## src/rtl/riscorvo_pkg.sv

```systemverilog
// Shared types for the riscorvo data-bus bridge: FSM states, latched request
// and the default error read-back pattern.
package riscorvo_pkg;

  typedef enum logic [1:0] {
    IDLE = 2'd0,
    REQ  = 2'd1,
    RSP  = 2'd2,
    DONE = 2'd3
  } dbus_state_t;

  localparam logic [31:0] DBUS_ERR_DATA_DEFAULT = 32'hDEAD_BEEF;

  typedef struct packed {
    logic [31:0] addr;
    logic [31:0] wdata;
    logic        we;
    logic [3:0]  be;
  } dbus_req_t;

endpackage

```

## src/rtl/riscorvo_dbus_bridge.sv

```systemverilog
// Core data-port (valid/ready) to fabric req/gnt/rvalid bridge, one transaction
// in flight, registered outputs, timeout and bus errors mapped to error completions.
module riscorvo_dbus_bridge
  import riscorvo_pkg::*;
#(
  parameter int unsigned TIMEOUT_CYCLES = 255,
  parameter logic [31:0] ERR_DATA       = DBUS_ERR_DATA_DEFAULT
) (
  input  logic        clk,
  input  logic        reset_n,
  input  logic        valid_data_i,
  input  logic [31:0] addr_data_i,
  input  logic [31:0] write_data_i,
  input  logic        read_write_i,
  input  logic [3:0]  mask_data_i,
  output logic        ready_data_o,
  output logic [31:0] read_data_o,
  output logic        req_o,
  input  logic        gnt_i,
  output logic [31:0] addr_o,
  output logic        we_o,
  output logic [3:0]  be_o,
  output logic [31:0] wdata_o,
  input  logic        rvalid_i,
  input  logic [31:0] rdata_i,
  input  logic        err_i,
  output logic        bus_error_o,
  output logic [31:0] err_addr_o
);

  localparam int CW = (TIMEOUT_CYCLES > 0) ? $clog2(TIMEOUT_CYCLES + 1) : 1;
  localparam logic [CW-1:0] TMAX = CW'(TIMEOUT_CYCLES);

  dbus_state_t state_q, state_d;
  dbus_req_t   req_q, req_d;
  logic [CW-1:0] cnt_q, cnt_d;
  logic        stale_q, stale_d;
  logic        ready_d, req_d_o, berr_d;
  logic [31:0] rdata_d, eaddr_d;
  logic        timeout, rsp_live;

  always_comb begin
    state_d  = state_q;
    req_d    = req_q;
    cnt_d    = cnt_q;
    stale_d  = stale_q && !rvalid_i;   // first response after a timeout is discarded
    ready_d  = 1'b0;
    berr_d   = 1'b0;
    rdata_d  = read_data_o;
    eaddr_d  = err_addr_o;
    timeout  = (TIMEOUT_CYCLES != 0) && (cnt_q == TMAX);
    rsp_live = rvalid_i && !stale_q;

    if ((state_q == REQ || state_q == RSP) && cnt_q != '1)
      cnt_d = cnt_q + 1'b1;

    case (state_q)
      IDLE: begin
        if (valid_data_i) begin
          if (mask_data_i != 4'h0) begin
            req_d.addr  = addr_data_i;
            req_d.wdata = write_data_i;
            req_d.we    = read_write_i;
            req_d.be    = mask_data_i;
            cnt_d       = '0;
            state_d     = REQ;
          end else begin
            rdata_d = '0;
            state_d = DONE;
          end
        end
      end
      REQ: begin
        if (gnt_i) begin
          state_d = RSP;
        end else if (timeout) begin
          state_d = DONE;
          berr_d  = 1'b1;
        end
      end
      RSP: begin
        if (rsp_live) begin
          state_d = DONE;
          if (err_i) berr_d = 1'b1;
          else       rdata_d = req_q.we ? 32'h0 : rdata_i;
        end else if (timeout) begin
          state_d = DONE;
          berr_d  = 1'b1;
          stale_d = 1'b1;
        end
      end
      default: state_d = IDLE;
    endcase

    if (berr_d) begin
      rdata_d = ERR_DATA;
      eaddr_d = req_q.addr;
    end
    ready_d = (state_d == DONE);
    req_d_o = (state_d == REQ);
  end

  always_ff @(posedge clk or negedge reset_n) begin
    if (!reset_n) begin
      state_q      <= IDLE;
      req_q        <= '0;
      cnt_q        <= '0;
      stale_q      <= 1'b0;
      ready_data_o <= 1'b0;
      read_data_o  <= '0;
      req_o        <= 1'b0;
      bus_error_o  <= 1'b0;
      err_addr_o   <= '0;
    end else begin
      state_q      <= state_d;
      req_q        <= req_d;
      cnt_q        <= cnt_d;
      stale_q      <= stale_d;
      ready_data_o <= ready_d;
      read_data_o  <= rdata_d;
      req_o        <= req_d_o;
      bus_error_o  <= berr_d;
      err_addr_o   <= eaddr_d;
    end
  end

  assign addr_o  = {req_q.addr[31:2], 2'b00};
  assign we_o    = req_q.we;
  assign be_o    = req_q.be;
  assign wdata_o = req_q.wdata;

endmodule

```

## config.mk

```make
export PLATFORM = sky130hd
export DESIGN_NAME = riscorvo_dbus_bridge
export DESIGN_NICKNAME = d
export VERILOG_FILES = /design/src/rtl/riscorvo_pkg.sv /design/src/rtl/riscorvo_dbus_bridge.sv
export SDC_FILE = /design/constraint.sdc
export NUM_CORES = 1
export LEC_CHECK = 0
export ABC_AREA = 1
export CORE_MARGIN = 2
export CORE_UTILIZATION = 45
export DETAILED_ROUTE_END_ITERATION = 7
export GPL_ROUTABILITY_DRIVEN = 0
export PLACE_DENSITY = 0.81
export SKIP_LAST_GASP = 1
export SLEW_MARGIN = 0
export SYNTH_ARGS = -nofsm -noshare
export SYNTH_HDL_FRONTEND = slang
export SYNTH_SLANG_ARGS = --single-unit
```

## constraint.sdc

```tcl
create_clock -name clk -period 4.4 [get_ports clk]
set_input_delay 0.88 -clock clk [delete_from_list [all_inputs] [get_ports clk]]
set_output_delay 0.88 -clock clk [all_outputs]
set_load 0.1 [all_outputs]
```

# Word level (Yosys, flattened, before mapping)
# Index checks and enable logic that the tools add are counted.
[op_classes]
shifts = 0
add_sub_neg = 1
reduce_logical = 11
muxes = 25
order_cmp = 0
n_eq_ne = 10
n_mul = 0
div = 0
bitwise_logic = 0
[op_table]
columns = ["operator", "n"]
rows = [
  ["$mux 32", 6],
  ["$pmux 32 s2", 1],
  ["$mux 8", 4],
  ["$ne 3x3->1 const B", 4],
  ["$mux 2", 5],
  ["$add 8x1->8 const B", 1],
  ["$eq 8x8->1 const B", 1],
  ["$ne 8x8->1 const B", 1],
  ["$mux 1", 7],
  ["$pmux 2 s3", 1],
  ["$reduce_and 5->1", 1],
  ["$eq 2x1->1 const B", 2],
  ["$eq 2x2->1 const B", 2],
  ["$reduce_bool 4->1", 1],
  ["$logic_and 1x1->1", 3],
  ["$reduce_and 3->1", 1],
  ["$reduce_bool 3->1", 1],
  ["$logic_not 1->1", 2],
  ["$logic_not 2->1", 1],
  ["$pmux 1 s2", 1],
  ["$logic_or 1x1->1", 1],
]
[totals]
output_inout_bits = 136
mem_bits_ro = 0
ram_bits = 0
n_memories = 0
latch_bits = 0
word_cells = 59
inputBits = 107
ff_bits = 147

# Longest topological paths before layout
[logic_depth]
ltp_word = 7
mapped_depth = 10
mapped_depth_nobuf = 10

# Worst setup path before layout
# No wires, ideal clock.
[synth_path]
path_type = "input port to flip-flop"
startpoint = "input port mask_data_i[0]"
endpoint = "register read_data_o[14]"
cell_stages = 9
n_path_buf = 1
arrival_time_ps = 1800
path_slack_ps = 2479
setup_ps = 121
t_required_ps = 4279
cell_sequence = "inv_1 -> nand2_1 -> nor2_1 -> nand2_1 -> o21ai_2 -> nand2_2 -> buf_4 -> o21ai_1 -> nor2_1"
[synth_between]
elab_chain_len = 3
[synth_rtl]
columns = ["item", "line", "text"]
rows = [
  ["start: declaration", "riscorvo_dbus_bridge.sv:15", "input logic [3:0] mask_data_i,"],
  ["$reduce_bool 4->1", "riscorvo_dbus_bridge.sv:60", "if (mask_data_i != 4'h0) begin"],
  ["$ne 3x3->1 (no line)", "n/a", ""],
  ["$reduce_and 5->1 (no line)", "n/a", ""],
  ["end signal: assignment", "riscorvo_dbus_bridge.sv:120", "read_data_o <= rdata_d;"],
  ["end: declaration", "riscorvo_dbus_bridge.sv:17", "output logic [31:0] read_data_o,"],
]
# No other way between the ends.
# A chain may end at the register's enable or synchronous reset.

# Worst setup path in the final report
[layout_path]
startpoint = "input port mask_data_i[1]"
endpoint = "register read_data_o[22]"
# Same word-level chain as after synthesis.

==> results.py <==
metrics = {
    "outcome": {
        "status": "completed",
    },
    "critical_path": {
        "cp_cell_sequence": "clkdlybuf4s50_1 -> inv_1 -> nand2_1 -> nor2_1 -> nand2_1 -> o21ai_2 -> nand2_2 -> inv_2 -> nor2_1 -> nor2_1",
        "r2r-end": "read_data_o[22]",
        "r2r_slack_ns": 1.46,
        "r2r-start": "state_q[0]",
        "cpPeakStageDelay_ns": 0.63,
        "crit_buf_inv": 3,
        "crit_family": "simple AND/OR/NAND/NOR gates",
        "start_kind": "input pin",
        "crit_path_frequent_cell": "nor2_1",
        "worst_path_max_delay_cell": "nand2_2",
        "required_ns": 4.74,
        "crit_fanout": 33,
        "end_kind": "register",
        "critPathKind": "input pin to register",
        "ff2ff_path_depth": 8,
        "arrival_ns": 3.40,
    },
    "clocking": {
        "clock_path_buffers": 2,
        "clk_latency_ns": 0.42,
        "htreeDepth": 4,
        "cts_tree": "done",
        "post_cts_buffers": 0,
        "cts_buffers": 17,
        "postCtsHoldBufs": 0,
        "cts_resized": 0,
        "cts_root_buffer": "clkbuf_16",
        "clk_pin_slew_ns": 0.06,
        "cts_num_sinks": 147,
    },
    "timing": {
        "min_period_over_period_pct": 69.5,
        "tightestPinTransition_ns": 1.03,
        "setup_violations": 0,
        "max_freq_mhz": 327,
        "period_minus_slack_ns": 3.06,
        "slew_headroom_pct": 31.0,
        "fin_tns_setup_ns": 0,
        "slew_viol_final": 0,
        "finalClockSkew_ns": 0.00661,
        "rsz0062_at_grt": "no",
        "hold_viol": 0,
    },
    "drt": {
        "vias": 5423,
        "drt_iter0_markers": 359,
        "drt_pass1_iterations": 4,
        "routed_wl_um": 16300,
        "via_per_inst": 4.82,
        "drc_errors": 0,
        "detail_route.wl_per_cell_um": 14.5,
        "antenna_left": 0,
    },
    "global_route": {
        "grt_max_degree": 101,
        "antenna_found_initial": 0,
        "grt_pass1_vias": 5373,
        "grt.total_usage_pct": 22.0,
        "grt-ovfl-total": 0,
        "grt_first_pass_wirelength_um": 27400,
    },
    "worst_hold_path": {
        "hold_end": "wdata_o[8]",
        "min_from": "wdata_o[8]",
        "hold_class": "register to register",
        "min_path_cells": 2,
    },
    "cells_and_area": {
        "diodes": 0,
        "nets": 1039,
        "drive_above_1_share_pct": 5.74,
        "syn2layout_area_growth_pct": 40.7,
        "final_common_cell": "nand2_1",
        "multi_input_area_um2": 2040,
        "final-seq-area_um2": 3680,
        "fin_util_pct": 64.1,
        "fill_cells": 1178,
        "layout_common_cells": "314 x nand2_1, 239 x clkdlybuf4s50_1, 147 x dfrtp_1",
    },
    "die": {
        "io_pins": 243,
        "rows": 44,
        "die-area_um2": 15600,
        "core_um2": 14400,
        "fp.dieH_um": 125,
        "start_util_pct": 45.6,
        "die_x_um": 125,
    },
    "yosys": {
        "synth_seq_area_share_pct": 56.0,
        "synthCells": 762,
        "synth_edf_count": 0,
        "ys_types": 29,
        "synth_warnings": 0,
        "synth.avg_cell_area_um2": 8.62,
        "ys_ff_latch": 147,
        "async_flop_share_pct": 100,
        "synth_area_um2": 6570,
        "synthFlopType": "dfrtp_1",
    },
    "run": {
        "maxCapViolCount": 0,
    },
    "placement": {
        "port-buffer-count": 240,
        "hpwl_um": 11200,
    },
}
state kept, by name, indices dropped and copies added (netlist names):
| name | flops |
|---|---|
| state_q | 2 |
| be_o | 4 |
| req_q | 2 |
| ready_data_o | 1 |
| cnt_q | 8 |
| we_o | 1 |
| bus_error_o | 1 |
| wdata_o | 32 |
| req_o | 1 |
| read_data_o | 32 |
| stale_q | 1 |
| err_addr_o | 32 |
| addr_o | 30 |
synth_stat cells (all sizes together), types with 2 or more instances:
library cell / number / area [um^2]
xor2: 2 / 17.5
nor2: 40 / 163
o21ai: 37 / 204
nand2: 317 / 1200
a21oi: 3 / 15.0
nand4: 25 / 156
xnor2: 2 / 17.5
ha: 5 / 62.6
clkbuf: 12 / 45.0
dfrtp: 147 / 3680
nand3: 31 / 160
buf: 90 / 648
inv: 45 / 169
worst min-delay path, delay by kind of cell, from the launching register on:
kind / cells / cell delay (ns)
and+or+nand+nor: 2 / 0.09
DFF: 1 / 0.34
through the flow:
step	instances	cell area [um^2]	hold WS [ns]	worst slack [ns]
5_1_grt	1124	9240	0.495	1.05
6_report	1124	9240	0.469	1.34
3_5_place_dp	1092	8590	0.458	0.940
2_1_floorplan	763	6580	0.442	2.48
4_1_cts	1124	9240	0.469	1.38
3_3_place_gp	1092	8590	0.453	0.987
final cells by class:
type                    instances  share of cell area [%]
clock inverters                11                    2.14
multi-input cells             469                    22.1
well taps                     184                    2.49
repair buffers                247                    26.7
inverters                      45                    1.83
flip-flops and latches        147                    39.8
clock buffers                  21                    4.98
how the worst max path moves through the flow:
stage / from / slack, ns / cells after the start / end
6_report: mask_data_i[1] / 1.34 / 10 / read_data_o[22]
5_1_grt: mask_data_i[1] / 1.05 / 10 / read_data_o[22]
4_1_cts: mask_data_i[1] / 1.38 / 10 / read_data_o[22]
3_5_place_dp: mask_data_i[1] / 0.94 / 10 / read_data_o[22]
3_3_place_gp: mask_data_i[0] / 0.99 / 10 / read_data_o[20]
2_1_floorplan: mask_data_i[0] / 2.48 / 9 / read_data_o[14]
kinds of logic (layout without fill, tap and decap cells):
logic type,Yosys count,count (layout),share of synthesized area (%)
AOI/OAI and AO/OA,43,43,3.67
xor gates and xnor gates,4,4,0.533
adders and majority gates,5,5,0.952
buffers and inverters,147,324,13.1
DFF,147,147,56.0
other,1,2,0.0571
and+or+nand+nor,415,415,25.7
per-layer routing:
layer  share of wire, %  vias to the layer above  global-route usage (%)
li1                   -                     2629                       -
met5                  0                        -                       0
met1                 41                     2536                    27.2
met3                8.8                       29                    7.95
met2                 48                      229                    35.7
met4                2.3                        0                    7.78
Power is left out: the tool's default activity adds up to more than one toggle a clock period on the data nets, which glitch-free logic cannot reach.
